`config.mk`:
```
export PLATFORM = sky130hd
export DESIGN_NAME = alu_op_issue
export DESIGN_NICKNAME = d
export VERILOG_FILES = /design/src/rtl/alu_op_issue.sv
export SDC_FILE = /design/constraint.sdc
export NUM_CORES = 1
export LEC_CHECK = 0
export ABC_CLOCK_PERIOD_IN_PS = 3000
export CAP_MARGIN = 30
export CORE_MARGIN = 3
export CORE_UTILIZATION = 53
export DETAILED_ROUTE_END_ITERATION = 8
export HOLD_SLACK_MARGIN = 0.15
export PLACE_DENSITY = 0.83
export SYNTH_ARGS = -nofsm -noshare
export SYNTH_HDL_FRONTEND = slang
export SYNTH_SLANG_ARGS = --single-unit
```
`constraint.sdc`:
```
create_clock -name clk_i -period 3 [get_ports clk_i]
set_input_delay 0.6 -clock clk_i [delete_from_list [all_inputs] [get_ports clk_i]]
set_output_delay 0.6 -clock clk_i [all_outputs]
set_load 0.01 [all_outputs]
```
`src/rtl/alu_op_issue.sv`:
```
// rtl/alu_op_issue.sv - ALU control issue stage: decodes ALUOp/funct, registers ctrl, sequences multi-cycle multiply
module alu_op_issue #(
   parameter int MUL_LATENCY = 3,
   parameter int CNT_W       = 4
) (
   input  logic       clk_i,
   input  logic       rst_i,
   input  logic       valid_i,
   input  logic [3:0] aluop_i,
   input  logic [5:0] funct_i,
   input  logic       flush_i,
   output logic       ready_o,
   output logic       valid_o,
   output logic [4:0] ctrl_o,
   output logic       stall_o,
   output logic       illegal_o
);

   typedef enum logic [1:0] {
      IDLE     = 2'd0,
      ISSUE    = 2'd1,
      MUL_WAIT = 2'd2
   } state_t;

   localparam logic [4:0]       CODE_MUL  = 5'd16;
   localparam logic [4:0]       CODE_ILL  = 5'd31;
   localparam logic [CNT_W-1:0] CNT_LOAD  = CNT_W'(MUL_LATENCY - 1);
   localparam logic [CNT_W-1:0] CNT_ONE   = CNT_W'(1);
   localparam logic             MUL_MULTI = (MUL_LATENCY > 1);

   state_t           state_q, state_nxt;
   logic [4:0]       ctrl_q, ctrl_nxt;
   logic [CNT_W-1:0] cnt_q, cnt_nxt;
   logic             valid_q, valid_nxt;
   logic             stall_q, stall_nxt;
   logic             ill_q, ill_nxt;
   logic [4:0]       dec_code;
   logic             dec_ill;
   logic             accept;

   always_comb begin
      dec_code = CODE_ILL;
      case (aluop_i)
         4'd0: begin
            case (funct_i)
               6'd32:   dec_code = 5'd0;
               6'd34:   dec_code = 5'd2;
               6'd36:   dec_code = 5'd3;
               6'd37:   dec_code = 5'd4;
               6'd42:   dec_code = 5'd5;
               6'd24:   dec_code = CODE_MUL;
               6'd2:    dec_code = 5'd11;
               6'd6:    dec_code = 5'd12;
               6'd8:    dec_code = 5'd15;
               default: dec_code = CODE_ILL;
            endcase
         end
         4'd1:    dec_code = 5'd1;
         4'd2:    dec_code = 5'd6;
         4'd3:    dec_code = 5'd7;
         4'd4:    dec_code = 5'd8;
         4'd5:    dec_code = 5'd9;
         4'd6:    dec_code = 5'd10;
         4'd7:    dec_code = 5'd13;
         4'd8:    dec_code = 5'd14;
         4'd9:    dec_code = 5'd15;
         4'd10:   dec_code = 5'd17;
         4'd11:   dec_code = 5'd18;
         default: dec_code = CODE_ILL;
      endcase
   end

   assign dec_ill = (dec_code == CODE_ILL);
   assign ready_o = (state_q != MUL_WAIT);
   assign accept  = valid_i & ready_o;

   // Flush beats accept; an unaccepted cycle leaves ctrl holding its last code.
   always_comb begin
      state_nxt = state_q;
      ctrl_nxt  = ctrl_q;
      cnt_nxt   = cnt_q;
      valid_nxt = 1'b0;
      stall_nxt = 1'b0;
      ill_nxt   = 1'b0;
      if (flush_i) begin
         state_nxt = IDLE;
         ctrl_nxt  = 5'd0;
         cnt_nxt   = '0;
      end else if (accept) begin
         ctrl_nxt = dec_code;
         if ((dec_code == CODE_MUL) && MUL_MULTI) begin
            state_nxt = MUL_WAIT;
            cnt_nxt   = CNT_LOAD;
            stall_nxt = 1'b1;
         end else begin
            state_nxt = ISSUE;
            valid_nxt = 1'b1;
            ill_nxt   = dec_ill;
         end
      end else begin
         case (state_q)
            MUL_WAIT: begin
               if (cnt_q == CNT_ONE) begin
                  state_nxt = ISSUE;
                  cnt_nxt   = '0;
                  valid_nxt = 1'b1;
               end else begin
                  cnt_nxt   = cnt_q - CNT_ONE;
                  stall_nxt = 1'b1;
               end
            end
            ISSUE:   state_nxt = IDLE;
            default: state_nxt = IDLE;
         endcase
      end
   end

   always_ff @(posedge clk_i) begin
      if (!rst_i) begin
         state_q <= IDLE;
         ctrl_q  <= 5'd0;
         cnt_q   <= '0;
         valid_q <= 1'b0;
         stall_q <= 1'b0;
         ill_q   <= 1'b0;
      end else begin
         state_q <= state_nxt;
         ctrl_q  <= ctrl_nxt;
         cnt_q   <= cnt_nxt;
         valid_q <= valid_nxt;
         stall_q <= stall_nxt;
         ill_q   <= ill_nxt;
      end
   end

   assign ctrl_o    = ctrl_q;
   assign valid_o   = valid_q;
   assign stall_o   = stall_q;
   assign illegal_o = ill_q;

endmodule

```
=== Word-level counts from Yosys, hierarchy flattened ===
Index checks and enable logic that the tools add are counted.

* Latch bits: 0
* Output and inout port bits: 9
* Memory bits (read-only): 0
* Memories kept: 0
* Logic and storage cells: 60
* Input bits: 14
* Bits in writable memories: 0
* Flip-flop bits (word level): 14

* Divide/modulo/power cells: 0
* Shift-type cells: 0
* Multipliers: 0
* Reductions and logical operators: 5
* Add/subtract/negate cells: 1
* Equal/unequal tests: 27
* Order comparisons: 0
* Multiplexer cells: 18
* Bitwise gates (word level): 3

{| class="wikitable"
|+ Operator list
! cell !! count
|-
| case mux 5 bit (12 select lines) || 1
|-
| case mux 5 bit (9 select lines) || 1
|-
| equality test 6 bit (second input constant) || 5
|-
| equality test 4 x 3 -> 1 bit (second input constant) || 4
|-
| equality test 4 bit (second input constant) || 4
|-
| two-way mux 4 bit || 4
|-
| equality test 5 bit (second input constant) || 2
|-
| equality test 4 x 1 -> 1 bit (second input constant) || 2
|-
| equality test 4 x 2 -> 1 bit (second input constant) || 2
|-
| two-way mux 1 bit || 8
|-
| two-way mux 2 bit || 4
|-
| equality test 6 x 2 -> 1 bit (second input constant) || 1
|-
| equality test 6 x 3 -> 1 bit (second input constant) || 1
|-
| equality test 6 x 4 -> 1 bit (second input constant) || 1
|-
| equality test 6 x 5 -> 1 bit (second input constant) || 1
|-
| logical NOT 4 bit || 1
|-
| OR reduction 4 bit || 1
|-
| subtractor 4 x 1 -> 4 bit (second input constant) || 1
|-
| != test 3 bit (second input constant) || 1
|-
| equality test 2 bit (second input constant) || 1
|-
| != test 2 x 1 -> 1 bit (second input constant) || 1
|-
| != test 2 bit (second input constant) || 1
|-
| inverter 1 bit || 2
|-
| AND reduction 2 bit || 1
|-
| 3 further kinds || 3
|}

=== Longest topological paths before layout ===
Gate-level depths: netlist of run 1.

* Depth in word-level cells: 6
* Gate-level depth with buffers: 7
* Mapped depth without buffers: 7

=== Worst setup path before layout of run 1 ===
Ideal clock, no wire load.

* Kind: input port to flip-flop
* Start: in funct_i[0]
* End: reg cnt_q[3]
* Path slack: 1.114 ns
* Arrival time: 1.758 ns
* Buffers on the path: 1
* Required time: 2.872 ns
* Stages: 6
* Library setup time: 0.128 ns
* Cell sequence: clkbuf_1 -> or4_4 -> a21oi_2 -> nand3b_1 -> o211ai_1 -> a31oi_1

* Cells in the longest elaborated chain, start to end: 6
* Elaborated cells between the ends (all ways): 14
* Classes of those cells: eq/ne: 11; mux: 2; reduce/logical: 1

{| class="wikitable"
|+ RTL lines
! element !! RTL line !! source
|-
| from (decl) || 10 || <nowiki>input logic [5:0] funct_i,</nowiki>
|-
| equality test 6 x 4 -> 1 bit, or another cell as far along || 45 || <nowiki>case (funct_i)</nowiki>
|-
| case mux 5 bit (9 select lines) * || 45 ||
|-
| case mux 5 bit (12 select lines) * || 43 || <nowiki>case (aluop_i)</nowiki>
|-
| equality test 5 bit * || 91 || <nowiki>if ((dec_code == CODE_MUL) && MUL_MULTI) begin</nowiki>
|-
| != test 2 x 1 -> 1 bit (no source line) * || - ||
|-
| AND reduction 2 bit (no source line) * || - ||
|-
| to (signal assigned) || 129 || <nowiki>cnt_q <= cnt_nxt;</nowiki>
|-
| to (decl) || 33 || <nowiki>logic [CNT_W-1:0] cnt_q, cnt_nxt;</nowiki>
|}

Mark *: on every way between the ends. The rest lies on a longest branch, timed or not.
A chain may end at the register's enable or synchronous reset.

=== Final worst setup path of run 1 ===
* Start: in aluop_i[0]
* End: reg state_q[0]

* Cells in the longest elaborated chain, start to end: 5
* Elaborated cells between the ends (all ways): 16
* Classes of those cells: eq/ne: 12; mux: 3; reduce/logical: 1

{| class="wikitable"
|+ RTL lines
! element !! RTL line !! source
|-
| from (decl) || 9 || <nowiki>input logic [3:0] aluop_i,</nowiki>
|-
| equality test 4 bit, or another cell as far along || 43 ||
|-
| case mux 5 bit (12 select lines) * || 43 ||
|-
| equality test 5 bit * || 91 ||
|-
| two-way mux 2 bit * || 91 ||
|-
| two-way mux 2 bit * || 89 || <nowiki>end else if (accept) begin</nowiki>
|-
| to (signal assigned) || 127 || <nowiki>state_q <= state_nxt;</nowiki>
|-
| to (decl) || 31 || <nowiki>state_t state_q, state_nxt;</nowiki>
|}

Marked as above.

==> reports/qor.yml, run 1 <==
status: "completed"
cts_resized: 0
postRouteAntennaNets: 0
setup_ws_ns: 0.721
rsz0062_at_grt: "false"
core_area_mm2: 0.00178
ys_ff_latch: 14
grt_use_met2: 0.359
cts_hold_buf: 0
final_layout_size_suffix_gt1_frac: 0.0738
gr-total-overflow: 0
dr_total_vias: 1069
nNetsFinal: 166
crit_type: "input port to flip-flop"
synth_cell_types: 48
met3_usage: 0.0514
insertion_delay_ns: 0.28
async_flop_share: 0
start_util: 0.578
viasPerCell: 6.14
vdd_drop_max_uv: 304
die_y_um: 50.1
drv_slew: 0
cts_root_buffer: "clkbuf_4"
clk_pin_slew_worst_paths_ns: 0.09
cp-end-kind: "flip-flop"
grtUsageTotal: 0.220
area_growth_pct: 22.9
power_uw: 418
cts_buffers: 3
drt_iter0_drc: 34
period_needed_ns: 2.28
gp_congestion: 0.864
hold_path.class: "flip-flop to flip-flop"
fmax_ghz: 0.439
hold_viol_final: 0
syn_nets: 149
seq_area_frac_synth: 0.272
place_hpwl_um: 1930
cp-start-kind: "input port"
relSlewSlack: 0.714
io_pins: 23
rows: 15
path_cells: "clkdlybuf4s50_1 -> or4_4 -> a21oi_2 -> nand3b_1 -> o21ai_1 -> a21oi_1"
power_density_mw_per_mm2: 330
synth_ff_type: "dfxtp_1"
wl_per_cell_um: 14.6
worst_pin_slew_ns: 0.418
final.setup.tns_ns: 0
leakage_nw: 0.416
critPathArrivalTime_ns: 2.44
utilization: 0.711
finalSetupViolCount: 0
drtPass1Iterations: 4
clock_skew_ns: 0.00116
routed_wl_um: 2550
crit_slowest_cell: "clkdlybuf4s50_1"
finalCritPeriodShare: 0.760
syn_avg_cell_area_um2: 7.75
route.detailed.drc: 0
grt_pass1_vias: 999
syn_area_mm2: 0.00103
grt_pass1_wl_um: 4380
die_x_um: 50.1
cp_max_fo: 11
grt_max_degree: 13
cts_buffer_depth: 2
cts_setup_buffers: 0
antenna_found_initial: 0
die-area_mm2: 0.00251
ys_warn_count: 0
grt_busiest_layer: "met2"
cpPeakStageDelay_ns: 0.61
synth_cells: 133
htree_levels: 1
cp_data_required_time_ns: 3.16
num-fill-cells: 139
diodes: 0
synth_enable_flop_cells: 0
cts_tree: "built"
dpl_worst_slack_ns: 0.449
numPortBuffers: 22
clkSinkCount: 14
drv_cap: 0
use_met1: 0.273
## cell type report
type | instances | area, um^2 | area share
clock buffers | 4 | 36.3 | 0.0286
inverters | 4 | 15.0 | 0.0118
multi-input cells | 105 | 684 | 0.540
flip-flops and latches | 14 | 280 | 0.221
well taps | 25 | 31.3 | 0.0247
repair buffers | 22 | 220 | 0.174
## power breakdown
group	leakage (nW)	internal, mW	switching (mW)	total (mW)
logic	0.281	0.0420	0.0484	0.0904
registers	0.114	0.190	0.00206	0.192
clock network	0.0210	0.0738	0.0620	0.136
## cells in the final DEF, fill, tap and decap left out, drive strengths merged, types with 2 or more instances in the layout
| cell type | instances |
|---|---|
| nand3b | 3 |
| clkdlybuf4s50 | 22 |
| o21a | 2 |
| nor2 | 12 |
| or2 | 2 |
| nand2b | 3 |
| o21ai | 9 |
| nor3b | 4 |
| nand3 | 3 |
| dfxtp | 14 |
| or3 | 3 |
| a21oi | 10 |
| a31oi | 4 |
| nor3 | 5 |
| or4 | 3 |
| inv | 4 |
| clkbuf | 4 |
| o211ai | 2 |
| nor2b | 8 |
| a2111oi | 3 |
| ha | 2 |
| and2 | 2 |
| nand2 | 8 |
## path summary, 6_finish.rpt
| path | startpoint | cells past startpoint | slack (ns) | end |
|---|---|---|---|---|
| max reg2reg | cnt_q[1]$_SDFFE_PP0P_ | 7 | 1.26 | cnt_q[2]$_SDFFE_PP0P_ |
| min reg2reg | ctrl_o[2]$_SDFFE_PP0P_ | 2 | 0.48 | ctrl_o[2]$_SDFFE_PP0P_ |
| max | aluop_i[0] | 6 | 0.72 | state_q[0]$_SDFFE_PP0P_ |
| min | ctrl_o[2]$_SDFFE_PP0P_ | 2 | 0.48 | ctrl_o[2]$_SDFFE_PP0P_ |
## state kept, by name, indices dropped and copies added, names as in the netlist
register	cells
state_q	2
valid_o	1
ctrl_o	5
stall_o	1
cnt_q	4
illegal_o	1
## layer usage
layer  routed length (um)  vias to the layer above
li1                     -                      527
met1                 1110                      498
met2                 1280                       40
met3                  133                        4
met4                   25                        0
met5                    0                        -
## kinds of logic (layout without fill, tap and decap cells)
group           Yosys count  after routing  share of synthesized area
simple gates             60             60                      0.343
compound gates           42             42                      0.286
flops                    14             14                      0.272
buf+inv                  14             30                     0.0643
fa+ha+maj                 2              2                     0.0243
mux                       1              1                    0.00971
## cell usage after synthesis (all sizes together) (2+ instances only)
cell,number,area share
and2,2,0.012
nor2,12,0.044
dfxtp,14,0.27
inv,4,0.015
nand3b,3,0.022
nand2b,3,0.018
a2111oi,3,0.025
ha,2,0.024
o21ai,9,0.047
buf,6,0.035
a31oi,4,0.024
nor3,5,0.029
a21oi,10,0.052
or2,2,0.012
nand3,3,0.015
clkbuf,4,0.015
o211ai,2,0.015
nor2b,8,0.056
o21a,2,0.015
or4,3,0.025
or3,3,0.018
nand2,8,0.029
nor3b,4,0.029
## stage by stage
| step | hold slack [ns] | area [um^2] | cells |
|---|---|---|---|
| after floorplan | 0.479 | 1030 | 133 |
| after global placement | 0.462 | 1230 | 170 |
| after detailed placement | 0.470 | 1230 | 170 |
| after CTS | 0.480 | 1270 | 174 |
| after global routing | 0.515 | 1270 | 174 |
| final | 0.482 | 1270 | 174 |
## critical path: cells and delay by family
kind,cells,cell delay (ns)
AND/OR/NAND/NOR,2,0.75
buffers and inverters,1,0.61
AO/OA/AOI/OAI,3,0.47
No activity file was read; power rests on OpenSTA's default activity.
==> run 2: changes to the inputs <==
==> config.mk (replaced) <==
export PLATFORM = sky130hd
export DESIGN_NAME = alu_op_issue
export DESIGN_NICKNAME = d
export VERILOG_FILES = /design/src/rtl/alu_op_issue.sv
export SDC_FILE = /design/constraint.sdc
export NUM_CORES = 1
export LEC_CHECK = 0
export ABC_CLOCK_PERIOD_IN_PS = 2100
export CAP_MARGIN = 30
export CORE_MARGIN = 3
export CORE_UTILIZATION = 49
export DETAILED_ROUTE_END_ITERATION = 8
export HOLD_SLACK_MARGIN = 0.15
export PLACE_DENSITY = 0.78
export SYNTH_ARGS = -nofsm -noshare
export SYNTH_HDL_FRONTEND = slang
export SYNTH_SLANG_ARGS = --single-unit
==> constraint.sdc (replaced) <==
create_clock -name clk_i -period 2.1 [get_ports clk_i]
set_input_delay 0.42 -clock clk_i [delete_from_list [all_inputs] [get_ports clk_i]]
set_output_delay 0.42 -clock clk_i [all_outputs]
set_load 0.01 [all_outputs]
==> reports/qor.yml, run 2 (same netlist as run 1, synthesis figures left out) <==
drt_iter0_drc: 32  # -5.9%
cp_data_required_time_ns: 2.28  # -0.88 ns
nNetsFinal: 188  # +13%
grt_max_degree: 11  # -2
clock_skew_ns: 0.00426  # +0.00310 ns
cts_tree: "built"
reg2reg_depth: 7  # unchanged
stdcell_count: 196  # +13%
grt_pass1_vias: 1108  # +11%
period_needed_ns: 2.01
postRouteAntennaNets: 0  # unchanged
r2r_slack_ns: 0.43  # -0.83 ns
viasPerCell: 5.91  # -3.8%
clk_pin_slew_worst_paths_ns: 0.09  # about the same
p_sw_uw: 173  # +54%
vdd_drop_max_uv: 498  # +64%
core_area_mm2: 0.00186  # +4.2%
setup_ws_ns: 0.0942  # -0.627 ns
cp-end-kind: "flip-flop"
die_x_um: 51.9  # +3.5%
share_comb_of_total_power: 0.253  # +0.037
final_layout_size_suffix_gt1_frac: 0.199  # +0.125
cp_max_fo: 10  # -1
finalSetupViolCount: 0  # unchanged
finalCritPeriodShare: 0.955
crit_type: "input port to flip-flop"
min_to: "ctrl_o[1]$_SDFFE_PP0P_"
power_density_mw_per_mm2: 442  # +34%
rr_endpoint: "cnt_q[2]$_SDFFE_PP0P_"
routed_wl_um: 2830  # +11%
grt_pass1_wl_um: 4800  # +9.6%
numPortBuffers: 22  # unchanged
start_util: 0.555  # -0.0234
gr-total-overflow: 0  # unchanged
dpl_worst_slack_ns: -0.175  # -0.624 ns
status: "completed"
dp_cells: 192  # +13%
cp-start-kind: "input port"
p_seq_frac: 0.434  # -0.025
min_from: "ctrl_o[1]$_SDFFE_PP0P_"
dr_total_vias: 1158  # +8.3%
route.detailed.drc: 0  # unchanged
clkSinkCount: 14  # unchanged
drv_slew: 0  # unchanged
cts_root_buffer: "clkbuf_4"
die-area_mm2: 0.00269  # +7.2%
antenna_found_initial: 0  # unchanged
worst_pin_slew_ns: 0.577  # +0.159 ns
rsz0062_at_grt: "false"
final_cell_mix: "clkdlybuf4s50_1, buf_4, dfxtp_1"
stdcell_area_mm2: 0.00144  # +13%
hold_viol_final: 0  # unchanged
gp_congestion: 0.856  # -1.0%
largest_reg_flops: 5  # unchanged
fmax_ghz: 0.499
io_pins: 23  # unchanged
htree_levels: 1  # unchanged
final.setup.tns_ns: 0  # unchanged
insertion_delay_ns: 0.28  # about the same
critPathArrivalTime_ns: 2.18  # -0.26 ns
p_clk_frac: 0.313  # -0.012
area_growth_pct: 39.3
drtPass1Iterations: 4  # unchanged
hold_path.class: "flip-flop to flip-flop"
diodes: 0  # unchanged
grtUsageTotal: 0.234  # +0.0136
reg2reg_from: "cnt_q[1]$_SDFFE_PP0P_"
p_int_uw: 462  # +51%
place_hpwl_um: 2180  # +13%
rows: 15  # unchanged
dpl_cell_area_mm2: 0.00140  # +13%
swShare: 0.272  # +0.00345
die_y_um: 51.9  # +3.5%
whs_path_depth: 2  # unchanged
relSlewSlack: 0.605  # -0.109
cts_buffer_depth: 2  # unchanged
drv_cap: 0  # unchanged
leakage_nw: 0.523  # +26%
wl_per_cell_um: 14.4  # -1.5%
cts_setup_buffers: 0  # unchanged
cts_buffers: 3  # unchanged
run 2: cell type report:
| cell class | count | area [um^2] |
|---|---|---|
| sequential | 14 | 280 |
| tap | 25 | 31.3 |
| timing repair buffer | 44 | 385 |
| fill | 125 | 422 |
| clock buffer | 4 | 36.3 |
| multi-input combinational | 105 | 688 |
| inverter | 4 | 15.0 |
run 2: critical path, cell delays in order:
cell and delay [ns]:
clkdlybuf4s50_1 0.61, buf_4 0.16, nand2b_1 0.07, a2111oi_0 0.55, nor3_1 0.15, nor3_1 0.16
nor2_1 0.07
run 2: how the worst max path moves through the flow:
stage                     cells past startpoint                     end        from
after detailed placement                      7   cnt_q[2]$_SDFFE_PP0P_  funct_i[5]
final                                         7  ctrl_o[0]$_SDFFE_PP0P_  funct_i[5]
after global placement                        7  ctrl_o[0]$_SDFFE_PP0P_  funct_i[5]
after CTS                                     7   cnt_q[2]$_SDFFE_PP0P_  funct_i[5]
after floorplan                               6   cnt_q[3]$_SDFFE_PP0P_  funct_i[0]
after global routing                          5  ctrl_o[1]$_SDFFE_PP0P_  funct_i[5]
run 2: repair_timing:
item / CTS / global route
gates resized for setup: 0 / 1
hold buffers: 0 / 0
setup endpoints to repair: 0 / 2
hold endpoints to repair: 0 / 0
run 2: metrics by stage:
step	util	power [mW]	hold slack (ns)
2_1_floorplan	-	0.358	0.479
3_3_place_gp	0.752	0.434	0.468
3_5_place_dp	0.752	0.439	0.482
4_1_cts	0.771	0.636	0.505
5_1_grt	0.773	0.665	0.525
6_report	0.773	0.635	0.496
run 2: metal layers:
metal,track usage,up-vias,part of all wire
li1,-,571,-
met3,0.0688,8,0.073
met2,0.354,50,0.45
met4,0.0873,0,0.016
met5,0,-,0
met1,0.310,529,0.46
run 2: power groups by stage:
stage	logic (mW)	clock network [mW]	registers, mW
4_1_cts	0.159	0.202	0.275
3_5_place_dp	0.157	0	0.281
5_1_grt	0.176	0.213	0.276
6_report	0.161	0.199	0.275
3_3_place_gp	0.154	0	0.281
2_1_floorplan	0.0749	0	0.283
==> run 3: changes to the inputs <==
--- a/config.mk
+++ b/config.mk
@@ -12,6 +12,7 @@
 export DETAILED_ROUTE_END_ITERATION = 8
 export HOLD_SLACK_MARGIN = 0.15
 export PLACE_DENSITY = 0.78
+export RECOVER_POWER = 50
 export SYNTH_ARGS = -nofsm -noshare
 export SYNTH_HDL_FRONTEND = slang
 export SYNTH_SLANG_ARGS = --single-unit
==> reports/qor.yml, run 3 (same netlist as run 1, synthesis figures left out) <==
period_needed_ns: 2.02  # +0.0110 ns
cp.depth: 7  # unchanged
nNetsFinal: 188  # unchanged
hold_path.class: "flip-flop to flip-flop"
routed_wl_um: 2830  # +0.25%
cp-start-kind: "input port"
reg2reg_depth: 7  # unchanged
cts_root_buffer: "clkbuf_4"
r2r_slack_ns: 0.43  # about the same
start_util: 0.555  # unchanged
cpPeakStageDelay_ns: 0.62  # about the same
path_cells: "clkdlybuf4s50_1 -> buf_4 -> nand2b_1 -> a2111oi_0 -> nor3_1 -> nor3_1 -> nor2_1"
finalSetupViolCount: 0  # unchanged
clock_skew_ns: 0.00373  # -0.000529 ns
fmax_ghz: 0.496  # -0.55%
gr-total-overflow: 0  # unchanged
multi_input_area_um2: 688  # unchanged
hold_viol_final: 0  # unchanged
grt_pass1_vias: 1108  # unchanged
cts_buffers: 3  # unchanged
numPortBuffers: 22  # unchanged
viasPerCell: 5.88  # -0.52%
cts_hold_buf: 0  # unchanged
final_layout_size_suffix_gt1_frac: 0.199  # unchanged
dr_total_vias: 1152  # -0.52%
grtUsageTotal: 0.234  # unchanged
swShare: 0.273  # +0.00103
critPathArrivalTime_ns: 2.20  # +0.02 ns
clkSinkCount: 14  # unchanged
core_area_mm2: 0.00186  # unchanged
cts_resized: 0  # unchanged
cts_setup_buffers: 0  # unchanged
relSlewSlack: 0.613  # +0.00720
power_density_mw_per_mm2: 440  # -0.38%
dpl_worst_slack_ns: -0.175  # unchanged
crit_top_cell: "nor3_1"
die_y_um: 51.9  # unchanged
stdcell_area_mm2: 0.00144  # unchanged
area_growth_pct: 39.3  # unchanged
finalCritPeriodShare: 0.960  # +0.00524
p_seq_frac: 0.435  # about the same
p_int_uw: 460  # -0.52%
rows: 15  # unchanged
cp_max_fo: 10  # unchanged
leakage_nw: 0.544  # +4.1%
cp-end-kind: "flip-flop"
worst_pin_slew_ns: 0.566  # -0.0105 ns
p_clk_frac: 0.315  # +0.002
drv_cap: 0  # unchanged
num-fill-cells: 125  # unchanged
place_hpwl_um: 2180  # unchanged
die-area_mm2: 0.00269  # unchanged
crit_slowest_cell: "clkdlybuf4s50_1"
grt_pass1_wl_um: 4800  # unchanged
share_comb_of_total_power: 0.251  # -0.002
final_common_cell: "buf_4"
cpLargestDelayFamily: "buffers and inverters"
crit_buf_inv: 2  # unchanged
drv_slew: 0  # unchanged
route.detailed.drc: 0  # unchanged
vdd_drop_max_uv: 497  # -0.18%
cp_data_required_time_ns: 2.28  # about the same
final-seq-area_um2: 280  # unchanged
postRouteAntennaNets: 0  # unchanged
antenna_found_initial: 0  # unchanged
final_cell_mix: "buf_4, dfxtp_1, nor2_1, clkdlybuf4s50_1, dlygate4sd3_1"
die_x_um: 51.9  # unchanged
insertion_delay_ns: 0.28  # about the same
drt_iter0_drc: 32  # unchanged
diodes: 0  # unchanged
dpl_cell_area_mm2: 0.00140  # unchanged
reg2reg_from: "cnt_q[1]$_SDFFE_PP0P_"
rsz0062_at_grt: "false"
io_pins: 23  # unchanged
min_to: "ctrl_o[1]$_SDFFE_PP0P_"
utilization: 0.773  # unchanged
setup_ws_ns: 0.0832  # -0.0110 ns
crit_type: "input port to flip-flop"
min_from: "ctrl_o[1]$_SDFFE_PP0P_"
largest_reg_flops: 5  # unchanged
gp_congestion: 0.856  # unchanged
status: "completed"
p_sw_uw: 173  # about the same
clk_pin_slew_worst_paths_ns: 0.09  # about the same
wl_per_cell_um: 14.4  # +0.25%
drtPass1Iterations: 4  # unchanged
whs_path_depth: 2  # unchanged
cts_tree: "built"
rr_endpoint: "cnt_q[2]$_SDFFE_PP0P_"
htree_levels: 1  # unchanged
grt_max_degree: 11  # unchanged
cts_buffer_depth: 2  # unchanged
[run 3: worst max-delay path by stage]
stage | to | slack (ns) | startpoint
2_1_floorplan | cnt_q[3]$_SDFFE_PP0P_ | 0.39 | funct_i[0]
3_3_place_gp | ctrl_o[0]$_SDFFE_PP0P_ | -0.16 | funct_i[5]
3_5_place_dp | cnt_q[2]$_SDFFE_PP0P_ | -0.17 | funct_i[5]
4_1_cts | cnt_q[2]$_SDFFE_PP0P_ | 0.12 | funct_i[5]
5_1_grt | ctrl_o[1]$_SDFFE_PP0P_ | 0.001 | funct_i[5]
6_report | ctrl_o[0]$_SDFFE_PP0P_ | 0.08 | funct_i[5]
[run 3: layout make-up]
| cell class | count | area share |
|---|---|---|
| Clock buffer | 4 | 0.0253 |
| Inverter | 4 | 0.0105 |
| Multi-Input combinational cell | 105 | 0.479 |
| Sequential cell | 14 | 0.195 |
| Tap cell | 25 | 0.0218 |
| Timing Repair Buffer | 44 | 0.268 |
[run 3: routing by layer]
layer | vias to the layer above | part of all wire | global-route usage
met4 | 0 | 0.016 | 0.0873
met3 | 8 | 0.076 | 0.0688
met2 | 45 | 0.44 | 0.354
li1 | 571 | - | -
met5 | - | 0 | 0
met1 | 528 | 0.47 | 0.310
[run 3: power by group through the flow]
stage | clock, mW | sequential (mW) | combinational [mW]
2_1_floorplan | 0 | 0.283 | 0.0749
3_3_place_gp | 0 | 0.281 | 0.154
3_5_place_dp | 0 | 0.281 | 0.157
4_1_cts | 0.202 | 0.275 | 0.159
5_1_grt | 0.213 | 0.275 | 0.173
6_report | 0.199 | 0.275 | 0.159
[run 3: through the flow]
stage | power (mW) | hold WS (ns) | cells | TNS (ns)
6_report | 0.632 | 0.490 | 196 | 0
4_1_cts | 0.636 | 0.505 | 196 | 0
3_5_place_dp | 0.439 | 0.482 | 192 | -1.61
2_1_floorplan | 0.358 | 0.479 | 133 | 0
3_3_place_gp | 0.434 | 0.468 | 192 | -1.16
5_1_grt | 0.662 | 0.522 | 196 | 0
[run 3: worst min-delay path, cell delays in order (launching register included)]
cell	delay (ns)
dfxtp_1	0.32
nand2_1	0.05
a221oi_1	0.07
==> patch, RTL diff (config.mk and constraints of run 2) <==
`CNT_W`: 4 -> 6.
--- a/src/rtl/alu_op_issue.sv
+++ b/src/rtl/alu_op_issue.sv
@@ -1,7 +1,7 @@
 // rtl/alu_op_issue.sv - ALU control issue stage: decodes ALUOp/funct, registers ctrl, sequences multi-cycle multiply
 module alu_op_issue #(
    parameter int MUL_LATENCY = 3,
-   parameter int CNT_W       = 4
+   parameter int CNT_W       = 6
 ) (
    input  logic       clk_i,
    input  logic       rst_i,
Formal check against the unedited RTL: same outputs for any inputs over 10 cycles, from zero or initial values; that may be too few to reach the edited logic, so the function may still have changed.
==> patch against run 2 <==
Power is 13% higher; routed wire length is 18% higher; largest cell class unchanged; sequential cell count is 2 higher; clock power is 7% higher; synthesized area is 9.3% higher; worst setup slack worse by 57 ps; largest power group unchanged; sequential share of layout area is 0.27 points higher; cell area is 13% higher.
==> patch: results (changes against run 2) <==
Worst clock skew = 1.953 ps (-2.309 ps)
Asr flop ratio synth = 0 (unchanged)
Leak Pwr = 0.6485 nW (+24%)
GPL Wtd Cong = 0.8747 (+2.2%)
Switch share = 0.2886 (+0.01629)
Tightest Pin Transition = 543.0 ps (-33.92 ps)
Synth Net Count = 159 (+6.7%)
Via/cell ratio = 5.916 (+0.14%)
WP data arrival = 2240 ps (+60 ps)
Layout cell share with drive strength beyond 1 = 0.2872 (+0.08840)
Critical-path maximum fanout = 4 (-6)
Cts hold-fix bufs = 0 (unchanged)
Netlist cell types = 49 (+2.1%)
Max reg flops = 6 (+1)
Area contributors post-synth = dfxtp_1 28%, nand2_1 5.0%, nor2_1 4.0%
Sequential element share of the synthesized area = 0.2841 (+0.01228)
Per-cell routed wire length = 15.53 µm (+7.8%)
Worst vdd ir = 0.0004279 V (-14%)
Nets = 205 (+9.0%)
Most common library cells after synthesis = 16 x dfxtp_1, 15 x nand2_1, 12 x nor2_1, 8 x a21oi_1, 8 x inv_1
Post-DP HPWL = 2345 µm (+7.4%)
Number of global-route vias before repair = 1189 (+7.3%)
First-pass GRT wire length = 5181 µm (+7.9%)
Post-place setup slack = -610.5 ps (-435.7 ps)
All-Layer GR Usage = 0.2448 (+0.01121)
Status = completed
Max Cap Viol = 0 (unchanged)
FILL cells = 148 (+18%)
Initial DRC Count = 50 (+56%)
==> patch: path summary, 6_finish.rpt <==
| check | cells after the start | endpoint | from | slack, ps |
|---|---|---|---|---|
| max | 9 | cnt_q[4] | funct_i[1] | 40 |
| min reg2reg | 2 | ctrl_o[1] | ctrl_o[1] | 470 |
| max reg2reg | 7 | cnt_q[4] | state_q[1] | 330 |
| min | 2 | ctrl_o[1] | ctrl_o[1] | 470 |
==> patch: per-layer routing <==
layer / global-route usage / up-vias / part of all wire
li1: - / 631 / -
met1: 0.2848 / 586 / 0.42
met2: 0.4577 / 48 / 0.52
met3: 0.05540 / 7 / 0.049
met4: 0.03404 / 0 / 0.014
met5: 0 / - / 0
==> patch: kinds of logic after synthesis <==
family                   share of synthesized area
AO/OA/AOI/OAI                               0.2930
XOR/XNOR                                  0.007771
adder cells (fa/ha/maj)                    0.02219
AND/OR/NAND/NOR                             0.3241
buffers and inverters                      0.05993
multiplexers                              0.008879
flip-flops                                  0.2841
==> patch: per-stage QoR <==
step           std cells  area (µm²)
6_report             215        1619
3_3_place_gp         207        1524
2_1_floorplan        143        1127
4_1_cts              214        1599
5_1_grt              215        1619
3_5_place_dp         207        1524
==> patch: power groups by stage <==
stage               Sequential [mW]  Combinational (mW)  Clock (mW)
floorplan                     0.322              0.0833           0
global placement              0.319               0.170           0
detailed placement            0.320               0.174           0
CTS                           0.313               0.181       0.209
global route                  0.314               0.204       0.222
finish                        0.313               0.189       0.212
==> patch: area by class of cell <==
type / count / area share
repair buffers: 50 / 0.2550
flip-flops and latches: 16 / 0.1978
clock buffers: 4 / 0.02241
well taps: 27 / 0.02087
multi-input cells: 110 / 0.4853
inverters: 8 / 0.01855
==> patch: critical path, cell delays in order <==
cell and delay [ps]:
dlygate4sd2_1 260, buf_4 160, and3b_1 230, a221oi_1 90, a211oi_1 290, nor3_2 150, buf_4 170, o41ai_4 350
o31ai_1 130
==> patch: repair_timing <==
action,4_1_cts,5_1_grt
setup endpoints to repair,13,11
buffers inserted,3,2
gates resized for setup,13,15
pin swaps,6,7
